<file path="config.mk">
export PLATFORM = sky130hd
export DESIGN_NAME = i2s_dac_tx_flat
export DESIGN_NICKNAME = d
export VERILOG_FILES = /design/src/rtl/i2s_dac_tx_if.sv /design/src/rtl/i2s_dac_tx.sv /design/src/flat_wrapper.sv
export SDC_FILE = /design/constraint.sdc
export NUM_CORES = 1
export LEC_CHECK = 0
export ABC_AREA = 1
export BUFFER_PORTS_ARGS = -buffer_cell sky130_fd_sc_hd__buf_4
export CAP_MARGIN = 30
export CORE_ASPECT_RATIO = 0.7
export CORE_MARGIN = 4
export CORE_UTILIZATION = 53
export CTS_CLUSTER_DIAMETER = 40
export DETAILED_ROUTE_END_ITERATION = 10
export HOLD_SLACK_MARGIN = 0.03
export PLACE_DENSITY = 0.86
export SLEW_MARGIN = 20
export SYNTH_ARGS = -nofsm -noshare
export SYNTH_HDL_FRONTEND = slang
export SYNTH_SLANG_ARGS = --single-unit
export TNS_END_PERCENT = 50
</file>
<file path="constraint.sdc">
create_clock -name Clk -period 1.7 [get_ports Clk]
set_clock_uncertainty 0.2 [all_clocks]
set_input_delay 0.34 -clock Clk [delete_from_list [all_inputs] [get_ports Clk]]
set_output_delay 0.34 -clock Clk [all_outputs]
set_load 0.1 [all_outputs]
</file>
<file path="src/rtl/i2s_dac_tx_if.sv">
// rtl/i2s_dac_tx_if.sv - sample handshake between the sample-select mux and i2s_dac_tx
//
// Purpose: carries one mono sample per strobe from the upstream synth/sampler path
// into the I2S transmitter, and the consumption strobe back so upstream can pace itself.
//
// Signals:
//   sample_in     upstream -> tx   DATA_W-bit two's-complement sample
//   sample_valid  upstream -> tx   one-cycle strobe, loads sample_in into the holding register
//   data_over     tx -> upstream   one-cycle strobe, holding register copied into the frame
//
// Modports: master = upstream source, slave = transmitter.

interface i2s_dac_tx_if #(
  parameter int DATA_W = 16
);
  logic [DATA_W-1:0] sample_in;
  logic              sample_valid;
  logic              data_over;

  modport master (
    output sample_in,
    output sample_valid,
    input  data_over
  );

  modport slave (
    input  sample_in,
    input  sample_valid,
    output data_over
  );
endinterface

</file>
<file path="src/rtl/i2s_dac_tx.sv">
// rtl/i2s_dac_tx.sv - I2S DAC serial transmitter, mono sample duplicated on both channels
//
// Purpose: double-buffers 16-bit mono samples arriving on the 50 MHz system clock and
// shifts the current frame out MSB-first in I2S format (one-bit delay after the word
// select edge) on both channels. Bit and word timing come from the codec-mastered
// AUD_BCLK / AUD_DACLRCK, which are synchronized and edge-detected inside this block.
//
// Ports:
//   Clk          in   system clock, all logic on its rising edge
//   Reset        in   synchronous, active-high
//   enable       in   high once the codec is initialised; low forces idle
//   smp          if   slave side of i2s_dac_tx_if (sample_in, sample_valid, data_over)
//   AUD_BCLK     in   codec bit clock, asynchronous to Clk
//   AUD_DACLRCK  in   codec word select, asynchronous to Clk; 0 = left, 1 = right
//   AUD_DACDAT   out  registered serial data to the codec
//   underrun     out  sticky: a left frame started with no new sample since the last one

module i2s_dac_tx #(
  parameter int DATA_W      = 16,
  parameter int SYNC_STAGES = 2
) (
  input  logic        Clk,
  input  logic        Reset,
  input  logic        enable,
  i2s_dac_tx_if.slave smp,
  input  logic        AUD_BCLK,
  input  logic        AUD_DACLRCK,
  output logic        AUD_DACDAT,
  output logic        underrun
);

  localparam int CNT_W = $clog2(DATA_W + 1);

  typedef enum logic [1:0] {
    S_IDLE  = 2'd0,
    S_ARMED = 2'd1,
    S_RUN   = 2'd2
  } state_t;

  state_t state_q;
  state_t state_d;

  // Synchronizers. LRCK uses the same depth as BCLK so that a word-select change
  // made at a BCLK falling edge is visible on exactly the cycle the fall is detected.
  logic [SYNC_STAGES-1:0] bclk_sync;
  logic [SYNC_STAGES-1:0] lrck_sync;
  logic                   bclk_prev;
  logic                   bclk_cur;
  logic                   lrck_cur;
  logic                   fall;

  logic                   lr_last;
  logic [DATA_W-1:0]      hold;
  logic                   fresh;
  logic [DATA_W-1:0]      frame;
  logic [DATA_W-1:0]      shift;
  logic [CNT_W-1:0]       bitcnt;
  logic                   dacdat;
  logic                   data_over_q;

  logic                   lr_change;
  logic                   left_start;
  logic                   right_start;
  logic                   shift_step;
  logic [DATA_W-1:0]      next_frame;

  assign bclk_cur  = bclk_sync[SYNC_STAGES-1];
  assign lrck_cur  = lrck_sync[SYNC_STAGES-1];
  assign fall      = bclk_prev & ~bclk_cur;
  assign lr_change = fall && (lrck_cur != lr_last);

  // A sample strobed on the very cycle of a left start goes straight into the frame.
  assign next_frame = smp.sample_valid ? smp.sample_in : hold;

  assign AUD_DACDAT    = dacdat;
  assign smp.data_over = data_over_q;

  always_ff @(posedge Clk) begin
    if (Reset) begin
      bclk_sync <= '0;
      lrck_sync <= '1;
      bclk_prev <= 1'b0;
    end else begin
      bclk_sync <= {bclk_sync[SYNC_STAGES-2:0], AUD_BCLK};
      lrck_sync <= {lrck_sync[SYNC_STAGES-2:0], AUD_DACLRCK};
      bclk_prev <= bclk_cur;
    end
  end

  // Next-state and per-cycle control strobes.
  always_comb begin
    state_d     = state_q;
    left_start  = 1'b0;
    right_start = 1'b0;
    shift_step  = 1'b0;
    if (!enable) begin
      state_d = S_IDLE;
    end else begin
      case (state_q)
        S_IDLE: begin
          state_d = S_ARMED;
        end
        S_ARMED: begin
          // Only a change to left may start output; right starts are ignored here.
          if (lr_change && !lrck_cur) begin
            state_d    = S_RUN;
            left_start = 1'b1;
          end
        end
        S_RUN: begin
          if (lr_change) begin
            left_start  = ~lrck_cur;
            right_start = lrck_cur;
          end else if (fall) begin
            shift_step = 1'b1;
          end
        end
        default: begin
          state_d = S_IDLE;
        end
      endcase
    end
  end

  always_ff @(posedge Clk) begin
    if (Reset) begin
      state_q     <= S_IDLE;
      lr_last     <= 1'b1;
      hold        <= '0;
      fresh       <= 1'b0;
      frame       <= '0;
      shift       <= '0;
      bitcnt      <= CNT_W'(DATA_W);
      dacdat      <= 1'b0;
      data_over_q <= 1'b0;
      underrun    <= 1'b0;
    end else begin
      state_q     <= state_d;
      data_over_q <= 1'b0;

      // Word select is tracked on every fall, in every state, so that arming
      // mid-left does not mistake the current channel for a fresh left start.
      if (fall) begin
        lr_last <= lrck_cur;
      end

      if (smp.sample_valid) begin
        hold  <= smp.sample_in;
        fresh <= 1'b1;
      end

      if (left_start) begin
        frame       <= next_frame;
        shift       <= next_frame;
        bitcnt      <= '0;
        dacdat      <= 1'b0;
        data_over_q <= 1'b1;
        if (!fresh && !smp.sample_valid) begin
          underrun <= 1'b1;
        end
        fresh <= 1'b0;
      end else if (right_start) begin
        shift  <= frame;
        bitcnt <= '0;
        dacdat <= 1'b0;
      end else if (shift_step) begin
        if (bitcnt < CNT_W'(DATA_W)) begin
          dacdat <= shift[DATA_W-1];
          shift  <= {shift[DATA_W-2:0], 1'b0};
          bitcnt <= bitcnt + CNT_W'(1);
        end else begin
          dacdat <= 1'b0;
        end
      end

      // Leaving for idle silences the pin on the same edge.
      if (state_d == S_IDLE) begin
        dacdat <= 1'b0;
      end
    end
  end

endmodule

</file>
<file path="src/flat_wrapper.sv">
// flat-port wrapper written by rule: the top's interface ports become plain ports
module i2s_dac_tx_flat 
#(
  parameter int DATA_W      = 16,
  parameter int SYNC_STAGES = 2
)
  (Clk, Reset, enable, AUD_BCLK, AUD_DACLRCK, AUD_DACDAT, underrun, smp_sample_in, smp_sample_valid, smp_data_over);
  i2s_dac_tx_if #(.DATA_W(DATA_W)) smp_i ();
  input  logic Clk;
  input  logic Reset;
  input  logic enable;
  input  logic AUD_BCLK;
  input  logic AUD_DACLRCK;
  output logic AUD_DACDAT;
  output logic underrun;
  input wire logic [$bits(smp_i.sample_in)-1:0] smp_sample_in;
  input wire logic [$bits(smp_i.sample_valid)-1:0] smp_sample_valid;
  output wire logic [$bits(smp_i.data_over)-1:0] smp_data_over;
  assign smp_i.sample_in = smp_sample_in;
  assign smp_i.sample_valid = smp_sample_valid;
  assign smp_data_over = smp_i.data_over;
  i2s_dac_tx #(.DATA_W(DATA_W), .SYNC_STAGES(SYNC_STAGES)) u_core (.Clk(Clk), .Reset(Reset), .enable(enable), .smp(smp_i), .AUD_BCLK(AUD_BCLK), .AUD_DACLRCK(AUD_DACLRCK), .AUD_DACDAT(AUD_DACDAT), .underrun(underrun));
endmodule
</file>
==> metrics.txt, run 1 <==
clock sink count=between 60 and 70; endpoint arrival time on the critical path=~1.9 ns; total setup violations reported at the end of the flow=40; setup slack of the critical path after layout=-0.159 ns; detail-routed via count per cell=5.60; Critical Path Most Common Cell=nor2_1; clock period minus worst slack=1.86 ns; sequential area share after synthesis=between 40% and 50%; layer with the highest usage=met2; basic-gate share of the synthesized area counting and, or, nand and nor cells=about 33%; Residual DRC=0; largest stage delay on the critical path=0.37 ns; worst min path class=in -> reg; floorplan row count=23; most common cell after layout, fill and taps aside=nand2_1; final worst path period share=109%; effective utilization at floorplan=54.7%; clock latency on the worst-skew pair=approximately 0.36 ns; maximum ir drop on the vdd rail=0.371 mV; number of max-capacitance violations reported=0; synthesized area per cell=roughly 6.8 um2; global routing usage summed across all routing layers=24.8%; aggregate global routing overflow=0; RD Place Congestion=0.842; met2 Track Usage GR=43.7%; syn nets=490; I/O pin count=25; crit end category=flop; cell at the root of the clock tree=clkbuf_8; IO Port Bufs=24; Sw Share=24.9%; die outline area=7220 um2; share of the synthesized area in compound gates (AO/OA/AOI/OAI)=8.71%; wire length of the first global-routing pass=14,100 um; total count of hold-check failures in the final report=0; max-slew headroom at the worst pin=just under 80%; met3 track demand over resource in global routing=7.20%; minimum hold slack=0.199 ns; synthesized-area fraction occupied by adder cells=2.00%; detail-routed net length per standard cell=16.5 um; number of flip-flops and latches in the synthesized netlist=65; startpoint kind of the worst setup timing path=flop; Internal Pwr Total=2.37 mW; final WL=9710 um; power share of the clock group=approximately 42%; maximum clock frequency=0.538 GHz; RSZ-0062 raised after global routing=yes; pin count of the biggest net entering global routing=34; number of routed nets with antenna violations=0; power density normalized to cell area=between 700 and 800 nW/um2; number of H-tree levels=3; count of inserted antenna diode cells=0; main combinational cell family by area after synthesis=simple AND/OR/NAND/NOR gates; most frequent cells in the layout=nand2_1 (89), inv_1 (75), dfxtp_1 (63); vias in the first global route=about 3,100; part of the total power dissipated in combinational logic=8.0%; Synth Instances=463; CTS Buf Count=9; worst-path fanout max=9; worst setup path class=reg -> reg; transition at the pin with the smallest max-transition slack=0.342 ns; detailed placer's ending HPWL=4820 um; total negative setup slack=-3.92 ns; failing checks=negative setup slack; status=finished, violations left; post-synthesis mux area share=0%; switching pwr=784 uW; number of distinct library cell variants in the gate-level netlist after synthesis=27; number of warnings issued by yosys=0; clock tree from TritonCTS=built; Clock transition at path regs=approximately 0.08 ns; first-pass detailed-route iteration total=7; area inside the core boundary=5730 um2; die span in y=72.3 um; xor and xnor area share after synthesis=0.560%; met1 usage=28.2%; Cell Area, Synth=3130 um2; required time reported for the critical path endpoint=1.76 ns; width of the chip=99.9 um; buffers from clock root to sink, at most=2; Leak Pwr=2.10 nW; Crit path max-delay family=simple AND/OR/NAND/NOR gates; number of design-rule violations left by the first detailed-router iteration=330; vias after detailed routing=3,304; Crit path buffers/inverters=2; fraction of final layout cells with drive strength greater than 1=30.1%; relative area change from synthesis to final layout=36.7%; sequential fraction of design power=49.8%; Slew Limit Fails=0; series of cell instances along the critical path=buf_6, ha_4, nand2_2, nor2_4, buf_4, nand3_1, nand2_1, nor2_1, nor2_1, nor2_1; initial antenna violation count=0; Post-layout nets=537; total of fill cells in the finished design=364; cell with the largest stage delay on the worst path=dfxtp_2
[kinds of logic after synthesis]
family,Yosys count
fa+ha+maj,5
compound gates,42
flops,65
simple gates,243
xor+xnor,2
buf+inv,106
[area by class of cell]
| type | instances | area, um2 | share of cell area, % |
|---|---|---|---|
| sequential | 65 | 1300 | 30.5 |
| clock buffer | 10 | 138 | 3.22 |
| clock inverter | 6 | 57.6 | 1.35 |
| tap | 75 | 93.8 | 2.19 |
| multi-input combinational | 294 | 1730 | 40.5 |
| timing repair buffer | 58 | 628 | 14.7 |
| inverter | 82 | 325 | 7.60 |
[power by group through the flow]
stage | combinational [mW] | sequential (mW) | clock [mW]
final | 0.253 | 1.57 | 1.33
after floorplan | 0.131 | 1.60 | 0
after CTS | 0.226 | 1.57 | 1.32
after detailed placement | 0.207 | 1.60 | 0
after global routing | 0.276 | 1.57 | 1.40
after global placement | 0.199 | 1.60 | 0
[metrics by stage]
stage,setup WS (ns),utilization [%],total power [mW],cell area [um2],cells
after floorplan,0.00926,-,1.73,3140,463
after global placement,-0.0742,60.5,1.80,3470,558
after detailed placement,-0.176,60.5,1.81,3470,558
after CTS,-0.0877,70.9,3.11,4060,587
after global routing,-0.217,74.7,3.25,4280,590
final,-0.159,74.7,3.15,4280,590
[registers in the layout (all words and copies together) (netlist names)]
signal and cells:
u_core.lrck_sync 2, u_core.bclk_sync 2, u_core.fresh 1, u_core.hold 16, u_core.underrun 1, u_core.shift 16
u_core.lr_last 1, u_core.state_q 2, u_core.bitcnt 5, u_core.smp.data_over 1, u_core.AUD_DACDAT 1, u_core.bclk_prev 1
u_core.frame 16
[tightest hold or removal path: cells and delay by family]
kind | cells | cell delay (ns)
compound gates | 1 | 0.11
buf+inv | 3 | 0.20
simple gates | 2 | 0.07
[cell usage after synthesis]
master | n | share of area, %
nand2_2 | 4 | 0.80
buf_4 | 4 | 0.96
inv_2 | 3 | 0.36
dfxtp_1 | 65 | 42
buf_2 | 8 | 1.3
or2_0 | 1 | 0.20
xor2_1 | 1 | 0.28
buf_6 | 2 | 0.72
or2_2 | 2 | 0.40
a21oi_1 | 8 | 1.3
xnor2_1 | 1 | 0.28
nand2_1 | 119 | 14
nand3_2 | 3 | 0.96
ha_1 | 5 | 2.0
nor2_1 | 74 | 8.9
buf_1 | 3 | 0.36
nand4_1 | 17 | 3.4
o21ai_0 | 2 | 0.32
o211ai_1 | 1 | 0.24
nor3_1 | 1 | 0.16
nor2_4 | 3 | 1.1
a22o_1 | 1 | 0.28
nand3_1 | 19 | 3.0
o22ai_1 | 15 | 3.0
o21a_1 | 15 | 3.6
inv_1 | 79 | 9.5
clkbuf_1 | 7 | 0.84
[routing by layer]
metal  part of all wire (%)  wire [um]
met2                     50       4870
met1                     36       3530
met3                    9.3        904
met4                    4.2        406
met5                      0          0
[timing repair]
action / in CTS / in global routing
hold endpoints to repair: 2 / 0
cloned: 5 / 2
hold buffers: 2 / 0
buffers inserted: 6 / 2
resized for setup: 53 / 60
pin swaps: 20 / 34
endpoints found under the setup margin: 40 / 41
[path summary, 6_finish.rpt]
path | from | end | slack, ns | cells after the start
worst max register to register | u_core.state_q[1] | u_core.shift[2] | -0.16 | 10
worst min register to register | u_core.bclk_sync[0] | u_core.bclk_sync[1] | 0.21 | 2
worst max-delay path | u_core.state_q[1] | u_core.shift[2] | -0.16 | 10
worst min-delay path | smp_sample_in[3] | u_core.hold[3] | 0.20 | 6
No activity file was read; power rests on OpenSTA's default activity.
==> run 2: changes to the inputs <==
--- a/config.mk
+++ b/config.mk
@@ -6,13 +6,13 @@
 export NUM_CORES = 1
 export LEC_CHECK = 0
 export ABC_AREA = 1
-export BUFFER_PORTS_ARGS = -buffer_cell sky130_fd_sc_hd__buf_4
 export CAP_MARGIN = 30
 export CORE_ASPECT_RATIO = 0.7
 export CORE_MARGIN = 4
-export CORE_UTILIZATION = 53
+export CORE_UTILIZATION = 57
 export CTS_CLUSTER_DIAMETER = 40
 export DETAILED_ROUTE_END_ITERATION = 10
+export DONT_BUFFER_PORTS = 1
 export HOLD_SLACK_MARGIN = 0.03
 export PLACE_DENSITY = 0.86
 export SLEW_MARGIN = 20
==> metrics.txt, run 2 (synthesis gave the netlist of run 1 again) <==
clock latency on the worst-skew pair=0.35 ns (about the same); final WL=8360 um (-14%); largest registers in the final layout=u_core.frame (16), u_core.hold (16), u_core.shift (16); global routing usage summed across all routing layers=25.0% (+0.21 points); wire length of the first global-routing pass=13,400 um (-5.0%); final worst path period share=110% (+1.1 points); total negative setup slack=-2.77 ns (+1.16 ns); Crit Reg-Reg Startpoint=u_core.state_q[1]; Hold Crit Start=smp_sample_valid; minimum hold slack=0.0534 ns (-0.146 ns); Leak Pwr=1.94 nW (-7.8%); pre-CTS worst setup slack=-0.198 ns (-0.0224 ns); final design area excluding fillers=4040 um2 (-5.5%); endpoint arrival time on the critical path=1.92 ns (about the same); failing checks=negative setup slack; most common cell after layout, fill and taps aside=nand2_1; maximum ir drop on the vdd rail=0.498 mV (+34%); initial antenna violation count=0 (unchanged); number of standard cells in the final layout excluding fillers=566 (-4.1%); power density normalized to cell area=828 nW/um2 (+12%); total setup violations reported at the end of the flow=34 (-15%); Sequential Area=1310 um2 (+0.38%); total count of hold-check failures in the final report=0 (unchanged); number of cells in the design after placement=534 (-4.3%); worst min path class=in -> reg; first-pass detailed-route iteration total=5 (-2); area inside the core boundary=5290 um2 (-7.7%); max-slew headroom at the worst pin=76.6% (-0.65 points); detailed placer's ending HPWL=4530 um (-6.1%); RSZ-0062 raised after global routing=yes; number of routed nets with antenna violations=0 (unchanged); number of cells on the worst hold path=4 (-2); detail-routed via count per cell=5.37 (-4.1%); number of design-rule violations left by the first detailed-router iteration=218 (-34%); detail-routed net length per standard cell=14.8 um (-10%); Multi-input gate area=1620 um2 (-6.6%); vias in the first global route=2,974 (-5.1%); floorplan row count=22 (-4.3%); cell at the root of the clock tree=clkbuf_8; IO Port Bufs=0 (-100%); RD Place Congestion=0.824 (-2.1%); clock tree from TritonCTS=built; pin count of the biggest net entering global routing=42 (+24%); worst-case reg-to-reg path depth=10 (unchanged); worst setup path class=reg -> reg; Residual DRC=0 (unchanged); relative area change from synthesis to final layout=29.1%; most frequent cells in the layout=nand2_1 (95), inv_1 (75), nor2_1 (63), dfxtp_1 (63), nand2_2 (22); width of the chip=96.6 um (-3.3%); worst-path fanout max=7 (-2); effective utilization at floorplan=59.2% (+4.6 points); I/O pin count=25 (unchanged); clock sink count=65 (unchanged); Post-layout nets=516 (-3.9%); status=finished, violations left; crit end category=flop; startpoint kind of the worst setup timing path=flop; clock period minus worst slack=1.88 ns (+0.0185 ns); count of inserted antenna diode cells=0 (unchanged); CTS Buf Count=9 (unchanged); Slew Limit Fails=0 (unchanged); buffers from clock root to sink, at most=2 (unchanged); maximum clock frequency=0.533 GHz (-0.98%); aggregate global routing overflow=0 (unchanged); number of H-tree levels=3 (unchanged); die span in y=70.0 um (-3.2%); vias after detailed routing=3,040 (-8.0%); fraction of final layout cells with drive strength greater than 1=23.3% (-6.8 points); worst hold endpoint=u_core.hold[6]; dpl cell area=3310 um2 (-4.7%); total of fill cells in the finished design=346 (-4.9%); worst-case register-to-register setup slack=-0.18 ns (-0.02 ns); PnR Total Power=3.35 mW (+6.2%); Clock transition at path regs=0.07 ns (about the same); die outline area=6760 um2 (-6.4%); transition at the pin with the smallest max-transition slack=0.352 ns (+0.00973 ns); setup slack of the critical path after layout=-0.178 ns (-0.0185 ns); terminus of the critical flop-to-flop path=u_core.shift[3]; number of max-capacitance violations reported=0 (unchanged); required time reported for the critical path endpoint=1.74 ns (-0.02 ns); final core utilization=76.5% (+1.8 points)
[run 2: cell types whose count changed in the layout (fill, tap and decap cells not counted), sizes merged]
| cell | previous run | this run |
|---|---|---|
| bufbuf | 1 | 0 |
| inv | 81 | 82 |
| buf | 54 | 34 |
| clkinvlp | 1 | 2 |
| bufinv | 1 | 3 |
| nand3 | 23 | 22 |
| dlygate4sd3 | 2 | 4 |
| clkbuf | 11 | 10 |
| clkinv | 5 | 2 |
| nand2 | 124 | 123 |
[run 2: worst max-delay path by stage]
stage,from,endpoint,slack [ns],depth (start not counted)
5_1_grt,u_core.state_q[1],u_core.shift[3],-0.24,10
4_1_cts,u_core.state_q[0],u_core.shift[4],-0.05,11
6_report,u_core.state_q[1],u_core.shift[3],-0.18,10
2_1_floorplan,u_core.state_q[0],u_core.shift[11],0.009,11
3_5_place_dp,u_core.state_q[0],u_core.bitcnt[2],-0.20,9
3_3_place_gp,u_core.state_q[0],u_core.bitcnt[2],-0.13,9
[run 2: per-layer routing]
metal  part of all wire (%)  vias up  wire length [um]  track usage (%)
li1                       -     1474                 -                -
met1                     39     1409              3270             29.8
met2                     50      127              4170             41.3
met3                    7.9       30               657             7.75
met4                    3.1        0               260             10.4
met5                      0        -                 0                0
[run 2: power breakdown]
part           total, mW  switching (mW)  internal (mW)
Clock               1.58           0.606          0.972
Sequential          1.57          0.0133           1.56
Combinational      0.199           0.118         0.0811
Total               3.35           0.737           2.61
[run 2: what timing repair did]
action,CTS,global route
hold buffers,5,0
gates cloned,4,1
hold endpoints to repair,43,0
buffers inserted,8,2
setup endpoints to repair,41,39
pin swaps,24,23
gates resized for setup,50,41
[run 2: area by class of cell]
| type | instances | area share, % |
|---|---|---|
| flip-flops and latches | 65 | 32.4 |
| clock inverters | 7 | 2.94 |
| multi-input cells | 292 | 40.0 |
| clock buffers | 9 | 3.06 |
| inverters | 82 | 8.05 |
| well taps | 72 | 2.23 |
| repair buffers | 39 | 11.3 |
[run 2: critical path: stages, from the launching register on]
cell and delay [ns]:
dfxtp_4 0.38, inv_6 0.05, ha_4 0.28, nand2_4 0.06, nor2_4 0.13, nand2_4 0.11, nand3_4 0.14, clkbuf_16 0.17
nand2_1 0.06, nor2_1 0.12, nor2_1 0.06
